`config.mk`:
```
export PLATFORM = sky130hd
export DESIGN_NAME = lift_seq
export DESIGN_NICKNAME = d
export VERILOG_FILES = /design/src/rtl/lift_seq.sv
export SDC_FILE = /design/constraint.sdc
export NUM_CORES = 1
export LEC_CHECK = 0
export ABC_AREA = 1
export CAP_MARGIN = 25
export CORE_UTILIZATION = 38
export CTS_BUF_LIST = sky130_fd_sc_hd__clkbuf_16
export DETAILED_ROUTE_END_ITERATION = 10
export PLACE_DENSITY = 0.71
export SKIP_LAST_GASP = 1
export SLEW_MARGIN = 20
export SYNTH_ARGS = -nofsm -noshare
export SYNTH_HDL_FRONTEND = slang
export SYNTH_SLANG_ARGS = --single-unit
```
`constraint.sdc`:
```
create_clock -name clk -period 1.6 [get_ports clk]
set_input_delay 0.32 -clock clk [delete_from_list [all_inputs] [get_ports clk]]
set_output_delay 0.32 -clock clk [all_outputs]
set_load 0.02 [all_outputs]
```
`src/rtl/lift_seq.sv`:
```
// Two-pass in-place lifting sequencer: for each target sample it fetches the
// left/centre/right neighbours, hands them to an external lift unit and writes the result back.
module lift_seq #(
  parameter int DEPTH    = 64,
  parameter int WIDTH    = 16,
  parameter int LIFT_LAT = 1
) (
  input  logic                       clk,
  input  logic                       reset_n,
  input  logic                       start,
  input  logic                       fwd,
  output logic                       busy,
  output logic                       done,
  output logic [$clog2(DEPTH)-1:0]   rd_addr,
  output logic                       rd_en,
  input  logic [WIDTH-1:0]           rd_data,
  output logic [$clog2(DEPTH)-1:0]   wr_addr,
  output logic                       wr_dv,
  output logic [WIDTH-1:0]           wr_data,
  output logic signed [WIDTH-1:0]    l_s,
  output logic signed [WIDTH-1:0]    s_s,
  output logic signed [WIDTH-1:0]    r_s,
  output logic                       e_o_s,
  output logic                       f_i_s,
  input  logic signed [WIDTH-1:0]    res_s
);

  localparam int AW = $clog2(DEPTH);
  localparam int LW = (LIFT_LAT > 1) ? $clog2(LIFT_LAT) : 1;
  localparam logic [AW-1:0] LAST = AW'(DEPTH - 1);

  typedef enum logic [2:0] {
    IDLE, RD_L, RD_S, RD_R, CAP, LIFT, WRITE, DONE
  } state_e;

  state_e                 state_q;
  logic [AW-1:0]          tgt_q, tgt_d;
  logic [LW-1:0]          lat_q;
  logic                   pass_q;
  logic                   fwd_q;
  logic                   eo_q;
  logic                   busy_q, done_q;
  logic                   rd_en_q, wr_dv_q;
  logic [AW-1:0]          rd_addr_q, wr_addr_q;
  logic signed [WIDTH-1:0] l_q, s_q, r_q;
  logic                   last_tgt;

  // Edge mirroring: the missing neighbour is replaced by the inner one.
  function automatic logic [AW-1:0] left_of(input logic [AW-1:0] t);
    return (t == '0) ? AW'(1) : t - AW'(1);
  endfunction

  function automatic logic [AW-1:0] right_of(input logic [AW-1:0] t);
    return (t == LAST) ? LAST - AW'(1) : t + AW'(1);
  endfunction

  assign last_tgt = eo_q ? (tgt_q == LAST - AW'(1)) : (tgt_q == LAST);

  always_comb begin
    tgt_d = tgt_q + AW'(2);
    if (last_tgt) begin
      tgt_d = AW'(eo_q);
    end
  end

  always_ff @(posedge clk or negedge reset_n) begin
    if (!reset_n) begin
      state_q   <= IDLE;
      tgt_q     <= '0;
      lat_q     <= '0;
      pass_q    <= 1'b0;
      fwd_q     <= 1'b0;
      eo_q      <= 1'b0;
      busy_q    <= 1'b0;
      done_q    <= 1'b0;
      rd_en_q   <= 1'b0;
      wr_dv_q   <= 1'b0;
      rd_addr_q <= '0;
      wr_addr_q <= '0;
      l_q       <= '0;
      s_q       <= '0;
      r_q       <= '0;
    end else begin
      rd_en_q <= 1'b0;
      wr_dv_q <= 1'b0;
      done_q  <= 1'b0;
      unique case (state_q)
        IDLE: begin
          if (start) begin
            fwd_q     <= fwd;
            eo_q      <= ~fwd;
            pass_q    <= 1'b0;
            tgt_q     <= AW'(fwd);
            busy_q    <= 1'b1;
            rd_en_q   <= 1'b1;
            rd_addr_q <= left_of(AW'(fwd));
            state_q   <= RD_L;
          end
        end
        RD_L: begin
          rd_en_q   <= 1'b1;
          rd_addr_q <= tgt_q;
          state_q   <= RD_S;
        end
        RD_S: begin
          l_q       <= $signed(rd_data);
          rd_en_q   <= 1'b1;
          rd_addr_q <= right_of(tgt_q);
          state_q   <= RD_R;
        end
        RD_R: begin
          s_q     <= $signed(rd_data);
          state_q <= CAP;
        end
        CAP: begin
          r_q     <= $signed(rd_data);
          lat_q   <= '0;
          state_q <= LIFT;
        end
        LIFT: begin
          if (lat_q == LW'(LIFT_LAT - 1)) begin
            wr_dv_q   <= 1'b1;
            wr_addr_q <= tgt_q;
            state_q   <= WRITE;
          end else begin
            lat_q <= lat_q + LW'(1);
          end
        end
        WRITE: begin
          if (last_tgt && pass_q) begin
            done_q  <= 1'b1;
            state_q <= DONE;
          end else begin
            // Crossing into the second pass flips the pass type on the same
            // edge that enters RD_L, so e_o_s is correct for the first read.
            if (last_tgt) begin
              pass_q <= 1'b1;
              eo_q   <= ~eo_q;
            end
            tgt_q     <= tgt_d;
            rd_en_q   <= 1'b1;
            rd_addr_q <= left_of(tgt_d);
            state_q   <= RD_L;
          end
        end
        DONE: begin
          busy_q  <= 1'b0;
          state_q <= IDLE;
        end
        default: begin
          busy_q  <= 1'b0;
          state_q <= IDLE;
        end
      endcase
    end
  end

  assign busy    = busy_q;
  assign done    = done_q;
  assign rd_en   = rd_en_q;
  assign rd_addr = rd_addr_q;
  assign wr_dv   = wr_dv_q;
  assign wr_addr = wr_addr_q;
  // The lift result only becomes valid in WRITE, so it is forwarded rather than registered.
  assign wr_data = wr_dv_q ? $unsigned(res_s) : '0;
  assign l_s     = l_q;
  assign s_s     = s_q;
  assign r_s     = r_q;
  assign e_o_s   = eo_q;
  assign f_i_s   = fwd_q;

endmodule
```
==> results of run 1 <==
## worst min-delay path by stage
stage / slack (ps) / depth (start not counted) / to
3_3_place_gp: 210 / 1 / tgt_q[4]$_DFFE_PN0P_
3_5_place_dp: 220 / 1 / tgt_q[4]$_DFFE_PN0P_
6_report: 410 / 2 / wr_addr[2]$_DFFE_PN0P_
5_1_grt: 430 / 2 / r_s[11]$_DFFE_PN0P_
2_1_floorplan: 20 / 0 / busy$_DFFE_PN0P_
4_1_cts: 420 / 2 / tgt_q[4]$_DFFE_PN0P_
## flip-flops by register name (all words and copies together) (netlist names)
name / flops
s_s: 16
wr_dv: 1
pass_q: 1
e_o_s: 1
busy: 1
f_i_s: 1
r_s: 16
rd_en: 1
rd_addr: 6
state_q: 3
wr_addr: 6
l_s: 16
done: 1
tgt_q: 6
## synth_stat cells (2+ instances only)
master / count
o21bai_1: 3
inv_1: 45
xor2_1: 6
nand3_1: 11
inv_2: 9
a21oi_1: 4
nand3_2: 2
o21ai_2: 2
ha_1: 4
nand2_1: 117
dfrtp_1: 76
clkbuf_1: 12
o21ai_0: 62
o22ai_1: 5
o21ai_1: 3
nand2_4: 5
nor2_4: 2
nor2_1: 9
nand2_2: 3
## power breakdown
part	internal [mW]	switching (mW)	leakage, nW
Clock	1.38	0.844	0.159
Sequential	2.76	0.460	0.953
Combinational	1.96	3.16	1.74
## through the flow
step | TNS, ps | hold WS (ps)
6_report | -1527 | 408.3
5_1_grt | -3159 | 427.5
4_1_cts | -1430 | 416.7
3_5_place_dp | -4757 | 215.2
3_3_place_gp | -4366 | 210.6
2_1_floorplan | -215.8 | 24.41
## timing repair
item                                   4_1_cts  5_1_grt
pin swaps                                   13        0
endpoints found under the hold margin       17        0
hold buffers                                 1        0
setup endpoints to repair                   98       36
resized for setup                          107       34
setup buffers                                7        0
## layout make-up
type | instances | area (um^2)
clock inverter | 7 | 100.1
tap | 108 | 135.1
timing repair buffer | 158 | 1349
sequential | 76 | 1904
clock buffer | 9 | 225.2
multi-input combinational | 250 | 1398
fill | 775 | 3427
inverter | 57 | 225.2
## cell families (layout without fill, tap and decap cells)
group                      count (synthesis)  count (layout)  share of synthesized area
xor gates and xnor gates                   6               6                    0.01516
adders and majority gates                  4               4                    0.01444
AOI/OAI and AO/OA                         85              85                     0.1361
and+or+nand+nor                          155             155                     0.2054
buffers and inverters                     70             231                    0.08014
DFF                                       76              76                     0.5487
## per-layer routing
layer  track usage  share of wire  up-vias
met5             0              0        -
met4       0.07240          0.013        0
met3       0.07554          0.092       11
met2        0.3292           0.46      130
met1        0.2547           0.44     1499
li1              -              -     1567
## worst max-delay path, stage by stage (launching register included)
cell	delay [ps]
dfrtp_2	440
ha_2	190
inv_2	80
nor2_4	50
nand2_4	90
nand2_4	70
nand2_8	110
inv_4	40
nand3_4	80
clkinv_4	80
nor2_8	140
nand2_8	70
inv_4	60
nand2_4	50
nand2_2	60
o21ai_2	40
==> out/metrics.yaml, run 1 <==
totalWireLength_um: 9160
grt_pass1_vias: 3305
clkTransAtPathRegs_ps: 60
routed_via_density: 4.823
cp.arrival_ps: 1980
crit_path_end_kind: "flop"
dp_slack_ps: -217.3
worstPathRequired_ps: 1820
hold_path.class: "in2async"
reg2reg_from: "tgt_q[1]$_DFFE_PN0P_"
core_um2: 8763
fmax_mhz: 569.6
finalCriticalPeriod_ps: 1756
cp-startpoint: "tgt_q[1]$_DFFE_PN0P_"
setup_slack_ps: -155.5
antenna_cells: 0
dp_cells: 641
synth_ff_type: "dfrtp_1"
syn_nets: 436
finalNonFillerCells: 665
failed_checks: "setup timing"
postRouteAntennaNets: 0
areaGrowthSynthToFinish_pct: 53.97
final_common_cell: "nand2_1"
crit_end: "f_i_s$_DFFE_PN0P_"
yosysWarningCount: 0
syn_avg_cell_area_um2: 8.752
ff2ff_setup_slack_ps: -160
irDropWorstVdd_uv: 923.1
grt_pass1_wl_um: 15700
ys_seq_elements: 76
hold_viol_final: 0
power_density_nw_per_um2: 1980
ioPinCount: 118
slew_violations: 0
rsz0062_at_grt: "yes"
syn_area_um2: 3466
design_area_um2: 5336
grt_start_max_net_pins: 45
synthCells: 396
synth-async-reset-ratio: 1.000
place_area_um2: 5011
clock_latency_ps: 330
synth_cell_types: 35
leakagePower_nw: 2.848
htreeDepth: 3
worst_slew_pin_slew_ps: 335.5
track_usage: 0.2054
drive_above_1_share: 0.2208
first_pass_iters: 4
cp-start-kind: "flop"
synth_sequential_area_ratio: 0.5487
finalSetupViolCount: 16
die_y_um: 97.50
antenna_found_initial: 0
synthTopCellsByArea: "dfrtp_1 (55%), nand2_1 (13%), o21ai_0 (9.0%)"
portBuffers: 117
wire_per_inst_um: 13.77
status: "finished with violations"
cts_buffers: 9
via_count: 3207
fin_nets: 592
final_cell_mix: "nand2_1 (109), dfrtp_1 (74), dlygate4sd2_1 (65)"
fin_total_pwr_mw: 10.57
dr.first_iter.drc_count: 117
clockRootBuffer: "clkbuf_16"
synth_top_area_cell: "dfrtp_1"
synth_edf_count: 0
r2r_cells: 15
cts_tree: "built"
place.gp.congestion: 0.8623
slew_headroom: 0.7757
die-area_um2: 9506
start_util: 0.3955
maxCapViolations: 0
die_w_um: 97.50
grt_overflow_total: 0
num_rows: 34
drc: 0
min_period_over_period: 1.097
post-dp-hpwl_um: 6561
r2r_end: "f_i_s$_DFFE_PN0P_"
cts_sinks: 76
finalClockSkew_ps: 5.912
cts_max_path_buffers: 2
crit_fanout: 8
fin_util: 0.6089
synth_top_cell_area_share: 0.5487
path_class: "reg2reg"
No activity file was read; power rests on OpenSTA's default activity.
==> run 2, diff against run 1 <==
--- a/config.mk
+++ b/config.mk
@@ -10,7 +10,8 @@
 export CORE_UTILIZATION = 38
 export CTS_BUF_LIST = sky130_fd_sc_hd__clkbuf_16
 export DETAILED_ROUTE_END_ITERATION = 10
-export PLACE_DENSITY = 0.71
+export GPL_TIMING_DRIVEN = 0
+export PLACE_DENSITY_LB_ADDON = 0.05
 export SKIP_LAST_GASP = 1
 export SLEW_MARGIN = 20
 export SYNTH_ARGS = -nofsm -noshare
==> run 2 against run 1 <==
  * The flow still finishes with violations (setup timing)
  * Clock power fell by 8%
  * Core utilization rose by 0.96 points
  * Critical path depth fell by 1
  * Non-clock buffer count fell by 2
  * Critical path type unchanged
  * Largest power group unchanged
  * Highest routed layer unchanged
==> out/metrics.yaml, run 2 (synthesized netlist as in run 1, its figures left out) <==
place.gp.congestion: 0.8594
die-area_um2: 9506
leakagePower_nw: 2.868
portBuffers: 117
design_area_um2: 5420
fin_nets: 590
postRouteAntennaNets: 0
cts_sinks: 76
clockRootBuffer: "clkbuf_16"
failed_checks: "setup timing"
final_cell_mix: "nand2_1 (108), dfrtp_1 (74), dlygate4sd2_1 (63)"
post-dp-hpwl_um: 6477
htreeDepth: 3
status: "finished with violations"
fillers: 784
setup_slack_ps: -206.3
die_y_um: 97.50
final_common_cell: "nand2_1"
grt_overflow_total: 0
cp-start-kind: "flop"
finalCriticalPeriod_ps: 1806
max_stage_delay_ps: 430
cts_tree: "built"
slowest_stage: "dfrtp_1"
via_count: 3238
place_area_um2: 4822
ioPinCount: 118
worst_slew_pin_slew_ps: 577.4
path_class: "reg2reg"
antenna_cells: 0
slew_headroom: 0.6150
num_rows: 34
grt_pass1_wl_um: 15810
start_util: 0.3955
crit_fanout: 8
wire_per_inst_um: 14.52
cp.arrival_ps: 2020
finalClockSkew_ps: 8.303
cp_common_cell: "nand2_4"
clkTransAtPathRegs_ps: 60
track_usage: 0.2090
die_w_um: 97.50
first_pass_iters: 4
cts_max_path_buffers: 2
grt_start_max_net_pins: 44
hold_viol_final: 0
clock_latency_ps: 330
finalSetupViolCount: 20
worstPathRequired_ps: 1820
dr.first_iter.drc_count: 93
dp_cells: 622
cp_cell_sequence: "ha_2 -> inv_2 -> nor2_4 -> nand2_4 -> nand2_4 -> nand2_8 -> inv_4 -> nand3_4 -> clkinv_4 -> nor2_8 -> nand2_8 -> inv_4 -> nand2_4 -> o21a_1"
drive_above_1_share: 0.2144
irDropWorstVdd_uv: 1070
antenna_found_initial: 0
min_period_over_period: 1.129
fin_total_pwr_mw: 10.64
crit_path_end_kind: "flop"
power_density_nw_per_um2: 1963
areaGrowthSynthToFinish_pct: 56.39
core_um2: 8763
grt_pass1_vias: 3170
dp_slack_ps: -385.1
fmax_mhz: 553.6
maxCapViolations: 0
totalWireLength_um: 9630
rsz0062_at_grt: "yes"
finalNonFillerCells: 663
drc: 0
slew_violations: 0
cts_buffers: 9
routed_via_density: 4.884
hold_path.class: "reg2reg"
-- run 2: cell types whose count changed in the layout (fill, tap and decap cells not counted), sizes merged --
cell           delta
buf               -2
bufinv            -1
dlymetal6s2s      +2
clkdlybuf4s15     +6
clkbuf            -6
dlygate4sd2       -2
clkinvlp          +1
-- run 2: power breakdown --
| group | switching, mW | internal [mW] | total [mW] | leakage [nW] |
|---|---|---|---|---|
| clock network | 0.823 | 1.22 | 2.04 | 0.144 |
| logic | 3.29 | 2.07 | 5.36 | 1.77 |
| registers | 0.479 | 2.76 | 3.24 | 0.953 |
| total | 4.59 | 6.05 | 10.6 | 2.87 |
-- run 2: layer usage --
metal	global-route usage	vias to the layer above	wire (um)
met5	0	-	0
met1	0.2682	1544	4246
met4	0.04299	0	121
met3	0.07338	14	772
met2	0.3416	121	4488
li1	-	1559	-
-- run 2: per-stage QoR --
stage	TNS, ps	utilization	hold WS (ps)
floorplan	-215.8	-	24.41
global placement	-199320	0.5474	466.3
detailed placement	-8271	0.5503	317.3
CTS	-1539	0.5981	480.7
global route	-4873	0.6185	500.6
finish	-2724	0.6185	476.8
-- run 2: timing repair --
item	in CTS	in global routing
hold buffers	1	0
pin swaps	19	4
setup buffers	14	10
endpoints found under the setup margin	105	67
resized for setup	140	43
endpoints found under the hold margin	33	0
-- run 2: path summary, 6_finish.rpt --
kind                                             start                      to  slack, ps  depth (start not counted)
max in group asynchronous                      reset_n    tgt_q[2]$_DFFE_PN0P_        520                          3
worst min-delay path            wr_addr[2]$_DFFE_PN0P_  wr_addr[2]$_DFFE_PN0P_        480                          2
worst min register to register  wr_addr[2]$_DFFE_PN0P_  wr_addr[2]$_DFFE_PN0P_        480                          2
worst max-delay path              tgt_q[0]$_DFFE_PN0P_      pass_q$_DFFE_PN0P_       -210                         14
min in group asynchronous                      reset_n    tgt_q[5]$_DFFE_PN0P_        500                          2
worst max register to register    tgt_q[0]$_DFFE_PN0P_      pass_q$_DFFE_PN0P_       -210                         14
-- run 2: final cells by class --
class	instances	area [um^2]	share of cell area
Clock inverter	7	75.07	0.01385
Buffer	13	81.33	0.01500
Sequential cell	76	1904	0.3513
Tap cell	108	135.1	0.02493
Inverter	57	225.2	0.04155
Clock buffer	9	225.2	0.04155
Timing Repair Buffer	143	1294	0.2387
Multi-Input combinational cell	250	1480	0.2731
-- run 2: critical path: cells and delay by family, from the launching register on --
kind / cells / cell delay (ps)
AND/OR/NAND/NOR: 8 / 670
AO/OA/AOI/OAI: 1 / 110
adder cells (fa/ha/maj): 1 / 210
flip-flops: 1 / 430
buffers and inverters: 4 / 250
==> run 3, diff against run 2 <==
--- a/config.mk
+++ b/config.mk
@@ -6,14 +6,13 @@
 export NUM_CORES = 1
 export LEC_CHECK = 0
 export ABC_AREA = 1
-export CAP_MARGIN = 25
+export CAP_MARGIN = 20
 export CORE_UTILIZATION = 38
 export CTS_BUF_LIST = sky130_fd_sc_hd__clkbuf_16
 export DETAILED_ROUTE_END_ITERATION = 10
 export GPL_TIMING_DRIVEN = 0
 export PLACE_DENSITY_LB_ADDON = 0.05
 export SKIP_LAST_GASP = 1
-export SLEW_MARGIN = 20
 export SYNTH_ARGS = -nofsm -noshare
 export SYNTH_HDL_FRONTEND = slang
 export SYNTH_SLANG_ARGS = --single-unit
==> constraint.sdc (replaced) <==
create_clock -name clk -period 2.2 [get_ports clk]
set_input_delay 0.44 -clock clk [delete_from_list [all_inputs] [get_ports clk]]
set_output_delay 0.44 -clock clk [all_outputs]
set_load 0.02 [all_outputs]
==> run 3 against run 2 <==
  * Die area is the same
  * Clock skew fell by 1.9 ps
  * Combinational power shrank 30%
  * Count of clock-buffer cells in the layout stayed put
  * Core utilization decreased by 2.9 points
  * Cell area decreased by 4.8%
  * Worst hold slack better by 5.0 ps
  * Final cell count down 3.9%
  * Non-clock buffer count down 25
  * The flow now finishes without violations
  * Via count decreased by 5.4%
  * Sequential power down 26%
  * Clock power decreased by 17%
==> out/metrics.yaml, run 3 (synthesized netlist as in run 1, its figures left out) <==
clockRootBuffer: "clkbuf_16"
routed_via_density: 4.810
finalNonFillerCells: 637
final_cell_mix: "nand2_1 (117), clkdlybuf4s50_1 (110), dfrtp_1 (75)"
worst_slew_pin_slew_ps: 583.6
die_y_um: 97.50
final_common_cell: "nand2_1"
die-area_um2: 9506
areaGrowthSynthToFinish_pct: 48.95
cts_max_path_buffers: 2
fin_nets: 565
cp_cell_sequence: "clkbuf_4 -> nand2_1 -> inv_1 -> clkdlybuf4s50_1"
slew_violations: 0
fin_total_pwr_mw: 7.836
cp.arrival_ps: 1680
drive_above_1_share: 0.09452
finalClockSkew_ps: 6.403
antenna_found_initial: 0
finalCriticalPeriod_ps: 2119
grt_pass1_wl_um: 15280
hold_path.class: "reg2reg"
reg2reg_from: "tgt_q[0]$_DFFE_PN0P_"
grt_start_max_net_pins: 58
core_um2: 8763
hold_viol_final: 0
cp_top_family: "buffers and inverters"
cts_sinks: 76
slowest_stage: "clkdlybuf4s50_1"
cp.depth: 4
rsz0062_at_grt: "no"
r2r_cells: 12
clkTransAtPathRegs_ps: 60
place.gp.congestion: 0.8202
fillers: 803
crit_fanout: 10
worstPathRequired_ps: 1760
fin_util: 0.5891
dp_cells: 622
grt_overflow_total: 0
slew_headroom: 0.6109
finalSetupViolCount: 0
status: "finished clean"
cts_tree: "built"
maxCapViolations: 0
post-dp-hpwl_um: 6576
crit_path_end_kind: "output pin"
dr.first_iter.drc_count: 109
wire_per_inst_um: 14.36
cp-start-kind: "flop"
first_pass_iters: 4
path_buf_inv: 3
ff2ff_setup_slack_ps: 200
die_w_um: 97.50
num_rows: 34
r2r_end: "rd_addr[2]$_DFFE_PN0P_"
path_class: "reg2out"
cp-startpoint: "wr_dv$_DFF_PN0_"
portBuffers: 117
post_cts_buffers: 0
totalWireLength_um: 9149
irDropWorstVdd_uv: 713.0
max_stage_delay_ps: 600
postRouteAntennaNets: 0
crit_end: "wr_data[10]"
leakagePower_nw: 2.580
cts_buffers: 9
htreeDepth: 3
fmax_mhz: 472.0
start_util: 0.3955
power_density_nw_per_um2: 1518
clock_latency_ps: 330
hp-start: "r_s[12]$_DFFE_PN0P_"
min_period_over_period: 0.9631
antenna_cells: 0
drc: 0
grt_pass1_vias: 3003
design_area_um2: 5162
via_count: 3064
ioPinCount: 118
track_usage: 0.2027
place_area_um2: 4797
-- run 3: cell types whose count changed in the layout (fill, tap and decap cells not counted), moves of 4 or more --
cell             previous run  this run
buf_6                       5         1
ha_1                        0         4
clkbuf_2                    5         0
clkdlybuf4s15_1             6         0
nand3_4                     4         0
clkbuf_1                    5        10
o22ai_1                     0         5
clkdlybuf4s50_1            34       110
buf_2                       6         0
nand2_1                   108       117
buf_4                      25         1
o22ai_2                     5         0
dlygate4sd2_1              63         0
nand2_2                     8         3
-- run 3: worst min path at each step --
stage                                   endpoint  slack, ps  depth (start not counted)
after floorplan                 busy$_DFFE_PN0P_        140                          0
after global placement    wr_addr[3]$_DFFE_PN0P_        460                          2
after detailed placement      pass_q$_DFFE_PN0P_        350                          1
after CTS                    r_s[12]$_DFFE_PN0P_        490                          2
after global routing      rd_addr[1]$_DFFE_PN0P_        510                          2
final                        r_s[12]$_DFFE_PN0P_        480                          2
-- run 3: worst min-delay path, cell delays in order, from the launching register on --
cell     delay [ps]
dfrtp_1         340
nand2_1          50
o21ai_0          60
-- run 3: area by class of cell --
class | count | area, um^2 | share of cell area
Sequential cell | 76 | 1903 | 0.3686
Tap cell | 108 | 135.1 | 0.02618
Clock inverter | 6 | 113.9 | 0.02206
Buffer | 12 | 56.30 | 0.01091
Inverter | 57 | 221.5 | 0.04290
Timing Repair Buffer | 119 | 1221 | 0.2365
Clock buffer | 9 | 225.2 | 0.04363
Multi-Input combinational cell | 250 | 1286 | 0.2492
-- run 3: report_power, final --
part           switching [mW]  total [mW]  internal (mW)
clock                   0.583        1.69           1.10
combinational            2.15        3.75           1.60
sequential              0.387        2.40           2.01
-- run 3: repair_timing --
action,in CTS,in global routing
setup endpoints to repair,10,10
resized for setup,2,8
hold endpoints to repair,2,0
hold buffers,1,0
-- run 3: per-layer routing --
layer,track usage,part of all wire,vias up
met5,0,0,-
met4,0.06900,0.016,0
met3,0.05252,0.072,14
met2,0.3244,0.47,113
met1,0.2672,0.44,1424
li1,-,-,1513
-- run 3: metrics by stage --
step | hold slack, ps | setup TNS [ps] | worst slack (ps)
floorplan | 144.4 | 0 | 477.4
global placement | 463.8 | -153370 | -2024
detailed placement | 354.6 | 0 | 30.74
CTS | 487.0 | 0 | 8.165
global route | 505.2 | 0 | 6.943
finish | 481.8 | 0 | 81.23
